**src/rtl/sqrt_fp_pkg.sv**
```systemverilog
// Shared definitions for the square-root / inverse-square-root job arbiter.
// Contents:
//   state_e              - FSM states of sqrt_fp_arbiter
//   OP_SQRT / OP_INVSQRT - per-requester operation encodings
//   FLAG_*_IDX           - bit positions inside rsp_flags_o {overflow, underflow, toRound}
//   DEFAULT_TIMEOUT_CYC  - default WAIT budget before a job is aborted
//   onehot2_to_id        - converts a 2-way one-hot grant to a requester index
package sqrt_fp_pkg;

    typedef enum logic [1:0] {
        ST_IDLE  = 2'd0,
        ST_ISSUE = 2'd1,
        ST_WAIT  = 2'd2,
        ST_RESP  = 2'd3
    } state_e;

    localparam logic OP_SQRT    = 1'b0;
    localparam logic OP_INVSQRT = 1'b1;

    localparam int unsigned FLAG_OVF_IDX = 32'd2;
    localparam int unsigned FLAG_UNF_IDX = 32'd1;
    localparam int unsigned FLAG_RND_IDX = 32'd0;

    localparam int unsigned DEFAULT_TIMEOUT_CYC = 32'd64;

    // Index of the granted requester; only meaningful for a one-hot input.
    function automatic logic onehot2_to_id(input logic [1:0] oh);
        return oh[1];
    endfunction

endpackage

```
**src/rtl/rr_arbiter2.sv**
```systemverilog
// Two-way round-robin grant logic (purely combinational).
// Ports:
//   req     [1:0] - request vector, bit r = requester r
//   pointer       - index of the requester granted last; loses a tie
//   grant   [1:0] - one-hot grant, or zero when nobody requests
module rr_arbiter2 (
    input  logic [1:0] req,
    input  logic       pointer,
    output logic [1:0] grant
);

    // Grant the sole requester, or on a tie the one not granted last.
    always_comb begin
        grant = 2'b00;
        case (req)
            2'b01:   grant = 2'b01;
            2'b10:   grant = 2'b10;
            2'b11:   grant = pointer ? 2'b01 : 2'b10;
            default: grant = 2'b00;
        endcase
    end

endmodule

```
**src/rtl/sqrt_fp_arbiter.sv**
```systemverilog
// Arbitrates two requesters onto one shared SQRT / INVSQRT unit.
// A granted job's operands are latched, a one-cycle start strobe is issued,
// the unit's result (or a timeout) is captured and returned to the owner
// of the job, which must handshake it before the next job is accepted.
// Ports:
//   clk, rst            - clock, synchronous active-low reset
//   req_*               - per-requester job request (valid/ready, op, s, f, e)
//   rsp_valid_o/ready_i - per-requester response handshake
//   rsp_s/f/e/flags/timeout_o - shared result bus
//   doSqrt_o, doInvSqrt_o, u_rst_o, u_s/f/e_o - unit control and operands
//   u_valid_i, u_s/f/e_i, u_is*_i             - unit result and status flags
module sqrt_fp_arbiter
    import sqrt_fp_pkg::*;
#(
    parameter int unsigned TIMEOUT_CYC = DEFAULT_TIMEOUT_CYC
) (
    input  logic              clk,
    input  logic              rst,
    input  logic [1:0]        req_valid_i,
    output logic [1:0]        req_ready_o,
    input  logic [1:0]        req_op_i,
    input  logic [1:0]        req_s_i,
    input  logic [15:0]       req_f_i,
    input  logic [15:0]       req_e_i,
    output logic [1:0]        rsp_valid_o,
    input  logic [1:0]        rsp_ready_i,
    output logic              rsp_s_o,
    output logic [11:0]       rsp_f_o,
    output logic signed [7:0] rsp_e_o,
    output logic [2:0]        rsp_flags_o,
    output logic              rsp_timeout_o,
    output logic              doSqrt_o,
    output logic              doInvSqrt_o,
    output logic              u_rst_o,
    output logic              u_s_o,
    output logic [7:0]        u_f_o,
    output logic [7:0]        u_e_o,
    input  logic              u_valid_i,
    input  logic              u_s_i,
    input  logic [11:0]       u_f_i,
    input  logic [7:0]        u_e_i,
    input  logic              u_isOverflow_i,
    input  logic              u_isUnderflow_i,
    input  logic              u_isToRound_i
);

    // One spare bit so the counter never wraps before the timeout compare.
    localparam int unsigned     CNT_W    = $clog2(TIMEOUT_CYC) + 32'd1;
    localparam logic [CNT_W-1:0] CNT_LAST = CNT_W'(TIMEOUT_CYC - 32'd1);
    localparam logic [CNT_W-1:0] CNT_ONE  = CNT_W'(32'd1);
    localparam logic [CNT_W-1:0] CNT_ZERO = CNT_W'(32'd0);

    state_e            state_r;
    state_e            state_nxt_s;
    logic              ptr_r;
    logic              id_r;
    logic              op_r;
    logic              opd_s_r;
    logic [7:0]        opd_f_r;
    logic [7:0]        opd_e_r;
    logic [CNT_W-1:0]  cnt_r;
    logic              res_s_r;
    logic [11:0]       res_f_r;
    logic [7:0]        res_e_r;
    logic [2:0]        res_flags_r;
    logic              res_to_r;

    logic [1:0]        gnt_s;
    logic              gnt_id_s;
    logic              any_gnt_s;
    logic              valid_ok_s;
    logic              timeout_s;
    logic              resp_done_s;

    rr_arbiter2 u_rr (
        .req     (req_valid_i),
        .pointer (ptr_r),
        .grant   (gnt_s)
    );

    // Job-level events derived from the current state.
    always_comb begin
        gnt_id_s    = onehot2_to_id(gnt_s);
        any_gnt_s   = (state_r == ST_IDLE) && (gnt_s != 2'b00);
        // The first WAIT cycle ignores u_valid_i so a valid left over from
        // the previous job cannot be mistaken for this job's result.
        valid_ok_s  = (state_r == ST_WAIT) && u_valid_i && (cnt_r != CNT_ZERO);
        // A qualifying valid in the last cycle beats the timeout.
        timeout_s   = (state_r == ST_WAIT) && !valid_ok_s && (cnt_r == CNT_LAST);
        resp_done_s = (state_r == ST_RESP) && rsp_ready_i[id_r];
    end

    // Next-state logic of the job FSM.
    always_comb begin
        state_nxt_s = state_r;
        case (state_r)
            ST_IDLE: begin
                if (any_gnt_s) begin
                    state_nxt_s = ST_ISSUE;
                end else begin
                    state_nxt_s = ST_IDLE;
                end
            end
            ST_ISSUE: state_nxt_s = ST_WAIT;
            ST_WAIT: begin
                if (valid_ok_s || timeout_s) begin
                    state_nxt_s = ST_RESP;
                end else begin
                    state_nxt_s = ST_WAIT;
                end
            end
            ST_RESP: begin
                if (resp_done_s) begin
                    state_nxt_s = ST_IDLE;
                end else begin
                    state_nxt_s = ST_RESP;
                end
            end
            default: state_nxt_s = ST_IDLE;
        endcase
    end

    // State, arbitration pointer, operand, counter and result registers.
    always_ff @(posedge clk) begin
        if (!rst) begin
            state_r     <= ST_IDLE;
            ptr_r       <= 1'b1;
            id_r        <= 1'b0;
            op_r        <= OP_SQRT;
            opd_s_r     <= 1'b0;
            opd_f_r     <= 8'h00;
            opd_e_r     <= 8'h00;
            cnt_r       <= CNT_ZERO;
            res_s_r     <= 1'b0;
            res_f_r     <= 12'h000;
            res_e_r     <= 8'h00;
            res_flags_r <= 3'b000;
            res_to_r    <= 1'b0;
        end else begin
            state_r <= state_nxt_s;
            case (state_r)
                ST_IDLE: begin
                    if (any_gnt_s) begin
                        ptr_r   <= gnt_id_s;
                        id_r    <= gnt_id_s;
                        op_r    <= req_op_i[gnt_id_s];
                        opd_s_r <= req_s_i[gnt_id_s];
                        opd_f_r <= req_f_i[{gnt_id_s, 3'b000} +: 8];
                        opd_e_r <= req_e_i[{gnt_id_s, 3'b000} +: 8];
                    end
                end
                ST_ISSUE: begin
                    cnt_r <= CNT_ZERO;
                end
                ST_WAIT: begin
                    cnt_r <= cnt_r + CNT_ONE;
                    if (valid_ok_s) begin
                        res_s_r                   <= u_s_i;
                        res_f_r                   <= u_f_i;
                        res_e_r                   <= u_e_i;
                        res_flags_r[FLAG_OVF_IDX] <= u_isOverflow_i;
                        res_flags_r[FLAG_UNF_IDX] <= u_isUnderflow_i;
                        res_flags_r[FLAG_RND_IDX] <= u_isToRound_i;
                        res_to_r                  <= 1'b0;
                    end else if (timeout_s) begin
                        res_s_r     <= 1'b0;
                        res_f_r     <= 12'h000;
                        res_e_r     <= 8'h00;
                        res_flags_r <= 3'b000;
                        res_to_r    <= 1'b1;
                    end
                end
                ST_RESP: begin
                    res_to_r <= res_to_r;
                end
                default: begin
                    cnt_r <= CNT_ZERO;
                end
            endcase
        end
    end

    // Output decode; everything is forced low during reset except u_rst_o,
    // which holds the unit in reset alongside this block.
    always_comb begin
        req_ready_o   = 2'b00;
        rsp_valid_o   = 2'b00;
        rsp_s_o       = 1'b0;
        rsp_f_o       = 12'h000;
        rsp_e_o       = 8'sh00;
        rsp_flags_o   = 3'b000;
        rsp_timeout_o = 1'b0;
        doSqrt_o      = 1'b0;
        doInvSqrt_o   = 1'b0;
        u_rst_o       = 1'b1;
        u_s_o         = 1'b0;
        u_f_o         = 8'h00;
        u_e_o         = 8'h00;
        if (rst) begin
            if (state_r == ST_IDLE) begin
                req_ready_o = gnt_s;
            end else begin
                req_ready_o = 2'b00;
            end
            if (state_r == ST_RESP) begin
                rsp_valid_o = id_r ? 2'b10 : 2'b01;
            end else begin
                rsp_valid_o = 2'b00;
            end
            rsp_s_o       = res_s_r;
            rsp_f_o       = res_f_r;
            rsp_e_o       = res_e_r;
            rsp_flags_o   = res_flags_r;
            rsp_timeout_o = res_to_r;
            doSqrt_o      = (state_r == ST_ISSUE) && (op_r == OP_SQRT);
            doInvSqrt_o   = (state_r == ST_ISSUE) && (op_r == OP_INVSQRT);
            // Pulses only in the cycle that aborts a hung unit.
            u_rst_o       = timeout_s;
            u_s_o         = opd_s_r;
            u_f_o         = opd_f_r;
            u_e_o         = opd_e_r;
        end else begin
            u_rst_o = 1'b1;
        end
    end

endmodule

```
**config.mk**
```make
export PLATFORM = sky130hd
export DESIGN_NAME = sqrt_fp_arbiter
export DESIGN_NICKNAME = d
export VERILOG_FILES = /design/src/rtl/sqrt_fp_pkg.sv /design/src/rtl/rr_arbiter2.sv /design/src/rtl/sqrt_fp_arbiter.sv
export SDC_FILE = /design/constraint.sdc
export NUM_CORES = 1
export LEC_CHECK = 0
export ABC_AREA = 1
export CAP_MARGIN = 20
export CORE_ASPECT_RATIO = 0.8
export CORE_UTILIZATION = 40
export DETAILED_ROUTE_END_ITERATION = 10
export DONT_BUFFER_PORTS = 1
export PLACE_DENSITY = 0.59
export SYNTH_ARGS = -nofsm -noshare
export SYNTH_HDL_FRONTEND = slang
export SYNTH_SLANG_ARGS = --single-unit
```
**constraint.sdc**
```tcl
create_clock -name clk -period 1.35 [get_ports clk]
set_input_delay 0.135 -clock clk [delete_from_list [all_inputs] [get_ports clk]]
set_output_delay 0.135 -clock clk [all_outputs]
set_load 0.03 [all_outputs]
```
==> flow_metrics.tcl <==
set metrics [dict create \
    status "finished with violations" \
    violations "negative setup slack" \
    first_pass_iters 4 \
    setup_viol 31 \
    synth_area_leader_cell "dfxtp_1" \
    clkSlewWorstSetupHoldPaths_ps 90 \
    vias_per_cell 4.65 \
    start_kind "flop" \
    cts_tree "yes" \
    ys_ff_latch 54 \
    grt_max_degree 51 \
    cap_violations 0 \
    rsz0062_at_grt "true" \
    avgSynthCellArea_sq_um 6.61 \
    hold_violations 0 \
    nFillCells 589 \
    worstSkewPairLatency_ps 290 \
    p_seq_frac 0.477 \
    drtAntennaViolNets 0 \
    ys_types 28 \
    clockBufferDepth 2 \
    nets 534 \
    yosys-top-cells-area "dfxtp_1 41%, nand2_1 18%, inv_1 9.5%, nand3_1 6.0%, o21ai_0 4.1%" \
    drcViolationCount 0 \
    clockPowerShare 0.301 \
    max_slew.worst_pin.slew_ps 449 \
    die_x_um 93.1 \
    worstSetupPathType "reg2out" \
    p_int_w 0.00263 \
    grt-ovfl-total 0 \
    grt.total_usage 0.184 \
    row_count 26 \
    yosys_warnings 0 \
    area_growth_pct 37.3 \
    finClkSkew_ps 4.37 \
    arrival_ps 1450 \
    grt_pass1_wl_um 10200 \
    yosysSeqAreaShare 0.407 \
    num_antenna_cells 0 \
    crit_required_ps 1220 \
    routedWlPerCell_um 12.4 \
    finalWorstSetupSlack_ps -236 \
    postSynthCellCount 402 \
    drt_iter0_markers 100 \
    hpwl_um 4170 \
    worstSetupEndpointType "primary output" \
    wirelength_um 6780 \
    drive_above_1_share 0.195 \
    io_buffer_count 0 \
    switching_share 0.271 \
    max_freq_ghz 0.631 \
    fin_crit_ps 1590 \
    synthesis.nets 475 \
    htree_levels 2 \
    ir_worst_vdd_uv 605 \
    vias 2535 \
    power.density_nw_per_um2 988 \
    post-route-period-util 1.17 \
    power.total_w 0.00360 \
    switchingPower_w 0.000976 \
    slew_headroom 0.700 \
    antenna_found_initial 0 \
    grt_pass1_vias 2368 \
    syn_area_sq_um 2660 \
    start_util 0.414 \
    hold_class "in2reg" \
    cts.sinks 54 \
    p_comb_frac 0.222 \
    crit_fanout 3 \
    drv_slew 0 \
    numCtsBuffers 5 \
    dieHeight_um 74.9 \
    cts-root-buf "clkbuf_8" \
    gp_routability_congestion 0.745 \
    synth_top_area_frac 0.407 \
    die-area_sq_um 6970 \
    timing.hold.ws_ps 1.37 \
    p_leak_nw 1.87 \
    ioPinCount 116 \
    coreArea_sq_um 6410 \
]
path summary, 6_finish.rpt:
| kind | start | end | slack [ps] | cells after the start |
|---|---|---|---|---|
| min | req_e_i[0] | opd_e_r[0]$_SDFFE_PN0P_ | 1 | 2 |
| max | cnt_r[1]$_SDFFE_PN0P_ | u_rst_o | -240 | 9 |
| max reg2reg | cnt_r[1]$_SDFFE_PN0P_ | state_r[0]$_SDFF_PN0_ | -70 | 11 |
| min reg2reg | res_to_r$_SDFFE_PN0P_ | res_to_r$_SDFFE_PN0P_ | 460 | 2 |
cell usage in the layout (no fill, tap or decap), types with 4 or more instances in the layout:
cell type	synthesis	final
dlygate4sd3_1	0	32
o21ai_0	22	9
inv_4	0	4
inv_1	67	59
nor2_4	1	4
o21ai_1	18	30
buf_6	2	7
nor2_1	28	24
nand2_1	127	122
buf_4	4	28
nand3_1	32	31
nand2_2	2	5
clkbuf_8	0	6
ha_4	0	6
dfxtp_1	54	50
a21oi_1	8	7
inv_2	3	5
metal layers:
layer	global-route usage	vias to the layer above	wire length, um
li1	-	1337	-
met1	0.215	1116	2920
met2	0.350	78	3360
met3	0.0505	4	458
met4	0.0205	0	33
met5	0	-	0
timing repair:
item	in CTS	in global routing
endpoints found under the hold margin	34	1
pin swaps	10	12
hold buffers	31	1
buffers inserted	10	6
gates cloned	0	2
endpoints found under the setup margin	45	41
resized for setup	34	41
cell usage after synthesis (all sizes together):
cell / instances
a21oi: 10
a31oi: 1
buf: 16
clkbuf: 3
dfxtp: 54
ha: 6
inv: 70
nand2: 129
nand3: 33
nand4: 2
nor2: 30
nor3: 4
o211ai: 1
o21ai: 41
xnor2: 1
xor2: 1
final cells by class:
cell class	count	area, sq um	share of cell area
timing repair inverter	2	20.0	0.00549
sequential	54	1090	0.300
multi-input combinational	259	1370	0.375
clock buffer	6	82.6	0.0226
tap	84	105	0.0288
timing repair buffer	69	657	0.180
clock inverter	1	30.0	0.00823
inverter	70	290	0.0796
power groups by stage:
stage          Sequential (W)  Combinational (W)  Clock, W
6_report              0.00172           0.000800   0.00108
5_1_grt               0.00173           0.000876   0.00119
4_1_cts               0.00172           0.000730   0.00113
3_5_place_dp          0.00174           0.000543         0
3_3_place_gp          0.00174           0.000537         0
2_1_floorplan         0.00174           0.000430         0
cell families after synthesis:
logic type	synth area share
adders and majority gates	0.0283
and+or+nand+nor	0.307
xor gates and xnor gates	0.00660
DFF	0.407
AOI/OAI and AO/OA	0.108
buffers and inverters	0.143
sequential cells by signal (all words and copies together), names as in the netlist:
name,count
res_f_r,12
opd_e_r,8
opd_f_r,8
res_e_r,8
cnt_r,7
res_flags_r,3
state_r,2
id_r,1
op_r,1
opd_s_r,1
ptr_r,1
res_s_r,1
res_to_r,1
critical path: stages, from the launching register on:
cell	delay, ps
dfxtp_4	380
inv_4	60
ha_4	120
inv_2	40
nor2_2	100
nand3_1	90
nand2_2	80
inv_2	40
o21ai_2	110
buf_6	140
per-stage QoR:
stage	setup TNS [ps]	setup slack, ps	cells	instance area (sq um)	util
after global routing	-4460	-345	545	3650	0.569
after CTS	-2180	-224	538	3460	0.539
after global placement	-1700	-71.1	492	2870	0.447
final	-1260	-236	545	3650	0.569
after floorplan	-61.0	-22.6	402	2680	-
after detailed placement	-2030	-97.1	492	2870	0.447
(Power assumes the default switching activity.)
==> edit 1 (same settings) <==
Change the package constant `DEFAULT_TIMEOUT_CYC` from 32'd64 to 32'd128.
--- a/src/rtl/sqrt_fp_pkg.sv
+++ b/src/rtl/sqrt_fp_pkg.sv
@@ -23,3 +23,3 @@
 
-    localparam int unsigned DEFAULT_TIMEOUT_CYC = 32'd64;
+    localparam int unsigned DEFAULT_TIMEOUT_CYC = 32'd128;
 
Formal check against the unedited RTL: no difference found for any inputs over 10 cycles, from zero or initial values and one cycle with rst low; that may be too few to reach the edited logic, so the function may still have changed.
==> edit 1 against the unedited design <==
The run ends with negative hold slack, negative setup slack left; count of clock-buffer cells in the layout is the same; wire length grew 18%; sequential share of layout area shrank 2.5 points; total power grew 9.1%; synthesized area grew 1.8%; combinational power grew 51%; setup slack lost 0.049 ns; cell area grew 11%; sequential cell count grew 1; critical path type unchanged.
==> edit 1: results (changes against the unedited design) <==
<table>
<tr><th>Metric</th><th>Value</th></tr>
<tr><th colspan="2">Outcome</th></tr>
<tr><td>Status</td><td>complete, but fails checks</td></tr>
<tr><td>Failing checks</td><td>negative hold slack, negative setup slack</td></tr>
<tr><th colspan="2">Worst hold path</th></tr>
<tr><td>Terminating pin of the worst hold path</td><td>opd_e_r[4]</td></tr>
<tr><td>Origin of the worst min-delay path</td><td>req_e_i[12]</td></tr>
<tr><th colspan="2">CTS</th></tr>
<tr><td>Resized Gates After CTS</td><td>39 (+15%)</td></tr>
<tr><th colspan="2">Cells and area</th></tr>
<tr><td>Non-clock buffer count in the final layout</td><td>100 (+45%)</td></tr>
<tr><td>Area delta synth-&gt;final</td><td>50.0%</td></tr>
<tr><td>Area of combinational cells with multiple inputs</td><td>0.00141 mm2 (+3.2%)</td></tr>
<tr><td>Proportion of cell area spent on the clock network</td><td>0.0216 (-0.00928)</td></tr>
<tr><td>Non-filler instance count after layout</td><td>555 (+1.8%)</td></tr>
<tr><td>Number of nets at the end of the flow</td><td>544 (+1.9%)</td></tr>
<tr><th colspan="2">Placed design</th></tr>
<tr><td>Post-place setup slack</td><td>-0.0488 ns (+0.0482 ns)</td></tr>
<tr><th colspan="2">Setup path</th></tr>
<tr><td>FF-to-FF End</td><td>res_f_r[1]</td></tr>
<tr><th colspan="2">Timing</th></tr>
<tr><td>WHS</td><td>-0.00159 ns (-0.00296 ns)</td></tr>
<tr><td>Setup violations, final</td><td>49 (+58%)</td></tr>
<tr><td>Skew final</td><td>0.00941 ns (+0.00505 ns)</td></tr>
<tr><td>Slack of the critical path</td><td>-0.284 ns (-0.0485 ns)</td></tr>
<tr><td>Number of hold violations in the final report</td><td>1 (+1)</td></tr>
<tr><th colspan="2">Route</th></tr>
<tr><td>Total wire length</td><td>8.01 mm (+18%)</td></tr>
<tr><td>Number of vias per cell</td><td>4.97 (+7.0%)</td></tr>
<tr><th colspan="2">Power</th></tr>
<tr><td>Power in the clock group</td><td>925 uW (-14%)</td></tr>
<tr><td>Total power after layout</td><td>3930 uW (+9.1%)</td></tr>
<tr><td>Lkg Pwr</td><td>0.00196 uW (+4.9%)</td></tr>
<tr><th colspan="2">Global routing</th></tr>
<tr><td>Vias in the first global route</td><td>2,394 (+1.1%)</td></tr>
<tr><td>Largest net degree at the start of global routing</td><td>61 (+20%)</td></tr>
<tr><th colspan="2">Logic synthesis</th></tr>
<tr><td>Count of unique library cells instantiated by Yosys</td><td>29 (+3.6%)</td></tr>
</table>
-- edit 1: changes by cell type in the layout (fill, tap and decap cells not counted), moves of 5 or more --
cell,before,now
buf_6,7,13
dlygate4sd3_1,32,51
inv_1,59,54
nand2_1,122,81
nand3_1,31,22
nor2_1,24,29
o21ai_2,1,9
o22ai_1,0,16
-- edit 1: cells by family after synthesis --
logic type      Yosys count  share of synthesized area
compound gates           81                      0.170
simple gates            157                      0.255
buf+inv                  86                      0.140
flops                    55                      0.407
fa+ha+maj                 6                     0.0278
-- edit 1: how the worst max path moves through the flow --
stage	end	slack, ns	cells past startpoint
after floorplan	u_rst_o	-0.03	6
after global placement	res_to_r	-0.03	8
after detailed placement	res_to_r	-0.05	8
after CTS	u_rst_o	-0.22	8
after global routing	u_rst_o	-0.33	6
final	u_rst_o	-0.28	6
-- edit 1: routing by layer --
layer,track usage,wire length [um],vias up
li1,-,-,1395
met1,0.259,3460,1261
met2,0.349,3900,93
met3,0.0519,540,12
met4,0.0598,108,0
met5,0,0,-
==> edit 2 (same settings) <==
Without the edit above. Reset style: asynchronous (`rst`), changed in one clocked block. Comments in the files are not updated.
--- a/src/rtl/sqrt_fp_arbiter.sv
+++ b/src/rtl/sqrt_fp_arbiter.sv
@@ -123,3 +123,3 @@
     // State, arbitration pointer, operand, counter and result registers.
-    always_ff @(posedge clk) begin
+    always_ff @(posedge clk or negedge rst) begin
         if (!rst) begin
Behaviour: no difference found for any inputs over 10 cycles, from zero or initial values and one cycle with rst low; that may be too few to reach the edited logic, so the function may still have changed.
==> edit 2 against the unedited design <==
The flow finishes with violations (design-rule violations, negative hold slack, negative setup slack); wire length is 14% higher; clock skew increased by 0.0043 ns; sequential cell count did not move; synthesized area increased by 11%; setup slack lost 0.14 ns; synthesized cell count down 1.5%; cell area increased by 21%; count of clock-buffer cells in the layout did not move; critical path depth rose by 2; critical path type is now reg2reg.
Power is not compared: it rests on default switching activity, and its combinational part moved more than twofold at a synthesized area within 25%.
==> edit 2: results (changes against the unedited design) <==
<table>
<tr><th>Metric</th><th>Value</th></tr>
<tr><th colspan="2">Global routing</th></tr>
<tr><td>First-pass GRT wire length</td><td>11.5 mm (+12%)</td></tr>
<tr><td>Vias in the first global route</td><td>2,476 (+4.6%)</td></tr>
<tr><td>Largest net degree at the start of global routing</td><td>101 (+98%)</td></tr>
<tr><th colspan="2">Route</th></tr>
<tr><td>Vias post-DR</td><td>2,681 (+5.8%)</td></tr>
<tr><td>Sum of met2 wire segment lengths after detailed routing</td><td>3.84 mm (+14%)</td></tr>
<tr><td>DRC violation count after routing</td><td>16 (+16)</td></tr>
<tr><th colspan="2">Timing</th></tr>
<tr><td>Number of hold violations in the final report</td><td>55 (+55)</td></tr>
<tr><td>Setup violations, final</td><td>54 (+74%)</td></tr>
<tr><td>WHS</td><td>-0.478 ns (-0.479 ns)</td></tr>
<tr><td>Slack of the critical path</td><td>-0.374 ns (-0.138 ns)</td></tr>
<tr><td>Skew final</td><td>0.00862 ns (+0.00426 ns)</td></tr>
<tr><th colspan="2">Logic synthesis</th></tr>
<tr><td>Count of unique library cells instantiated by Yosys</td><td>26 (-7.1%)</td></tr>
<tr><td>Total nets after synthesis</td><td>469 (-1.3%)</td></tr>
<tr><td>Part of the Yosys area used for sequential elements</td><td>0.461 (+0.0538)</td></tr>
<tr><th colspan="2">Outcome</th></tr>
<tr><td>Status</td><td>complete, but fails checks</td></tr>
<tr><td>Failing checks</td><td>design-rule violations, negative hold slack, negative setup slack</td></tr>
<tr><th colspan="2">Worst hold path</th></tr>
<tr><td>Worst min-delay path class</td><td>in2async</td></tr>
<tr><th colspan="2">Placed design</th></tr>
<tr><td>Final weighted congestion of routability-driven global placement</td><td>0.801 (+7.5%)</td></tr>
<tr><td>DP HPWL</td><td>4.63 mm (+11%)</td></tr>
<tr><td>Placement Cell Area</td><td>0.00332 mm2 (+16%)</td></tr>
<tr><th colspan="2">CTS</th></tr>
<tr><td>Setup repair bufs after CTS</td><td>9 (-1)</td></tr>
<tr><td>Insertion delay to the later sink of the worst-skew pair</td><td>0.31 ns (+0.02 ns)</td></tr>
<tr><th colspan="2">Setup path</th></tr>
<tr><td>Maximum fanout encountered on the critical timing path</td><td>5 (+2)</td></tr>
<tr><td>Critical path destination</td><td>opd_f_r[1]</td></tr>
<tr><th colspan="2">Cells and area</th></tr>
<tr><td>Number of nets at the end of the flow</td><td>537 (+0.56%)</td></tr>
</table>
[edit 2: cell count changes after synthesis, moves of 2 or more]
cell	before	now
a21oi_1	8	3
buf_1	0	4
buf_2	10	4
buf_6	2	7
clkbuf_1	2	0
dfrtp_1	0	53
dfxtp_1	54	0
inv_1	67	62
inv_2	3	5
nand4_1	2	0
nor2_1	28	31
o21ai_0	22	19
o21ai_1	18	23
[edit 2: cell type report]
class	count	area [um2]
repair buffers	76	867
inverters	68	290
well taps	87	109
clock buffers	6	72.6
fillers	574	2580
clock inverters	2	10.0
multi-input cells	256	1670
repair inverters	3	38.8
flip-flops and latches	54	1350
[edit 2: critical path, stage by stage, from the launching register on]
cell and delay, ns:
dfrtp_2 0.46, buf_6 0.13, inv_4 0.06, ha_4 0.14
buf_6 0.09, inv_4 0.03, a21oi_4 0.15, buf_12 0.14
buf_6 0.09, buf_6 0.11, o21ai_0 0.11, o21ai_2 0.14
[edit 2: cell families (layout without fill, tap and decap cells)]
| kind of cell | after synthesis | after routing | share of synthesized area |
|---|---|---|---|
| AND/OR/NAND/NOR | 201 | 201 | 0.286 |
| buffers and inverters | 86 | 155 | 0.134 |
| flip-flops | 54 | 54 | 0.461 |
| AO/OA/AOI/OAI | 49 | 49 | 0.0929 |
| adder cells (fa/ha/maj) | 6 | 6 | 0.0256 |
[edit 2: through the flow]
step	utilization	cells	setup WS, ns	setup TNS, ns	power [uW]
finish	0.631	552	-0.374	-9.63	8690
global route	0.631	552	-0.430	-13.03	9310
floorplan	-	396	-0.0356	-0.424	5280
CTS	0.555	535	-0.346	-11.35	7470
detailed placement	0.475	493	-0.112	-2.34	6040
global placement	0.475	493	-0.0468	-0.202	5950
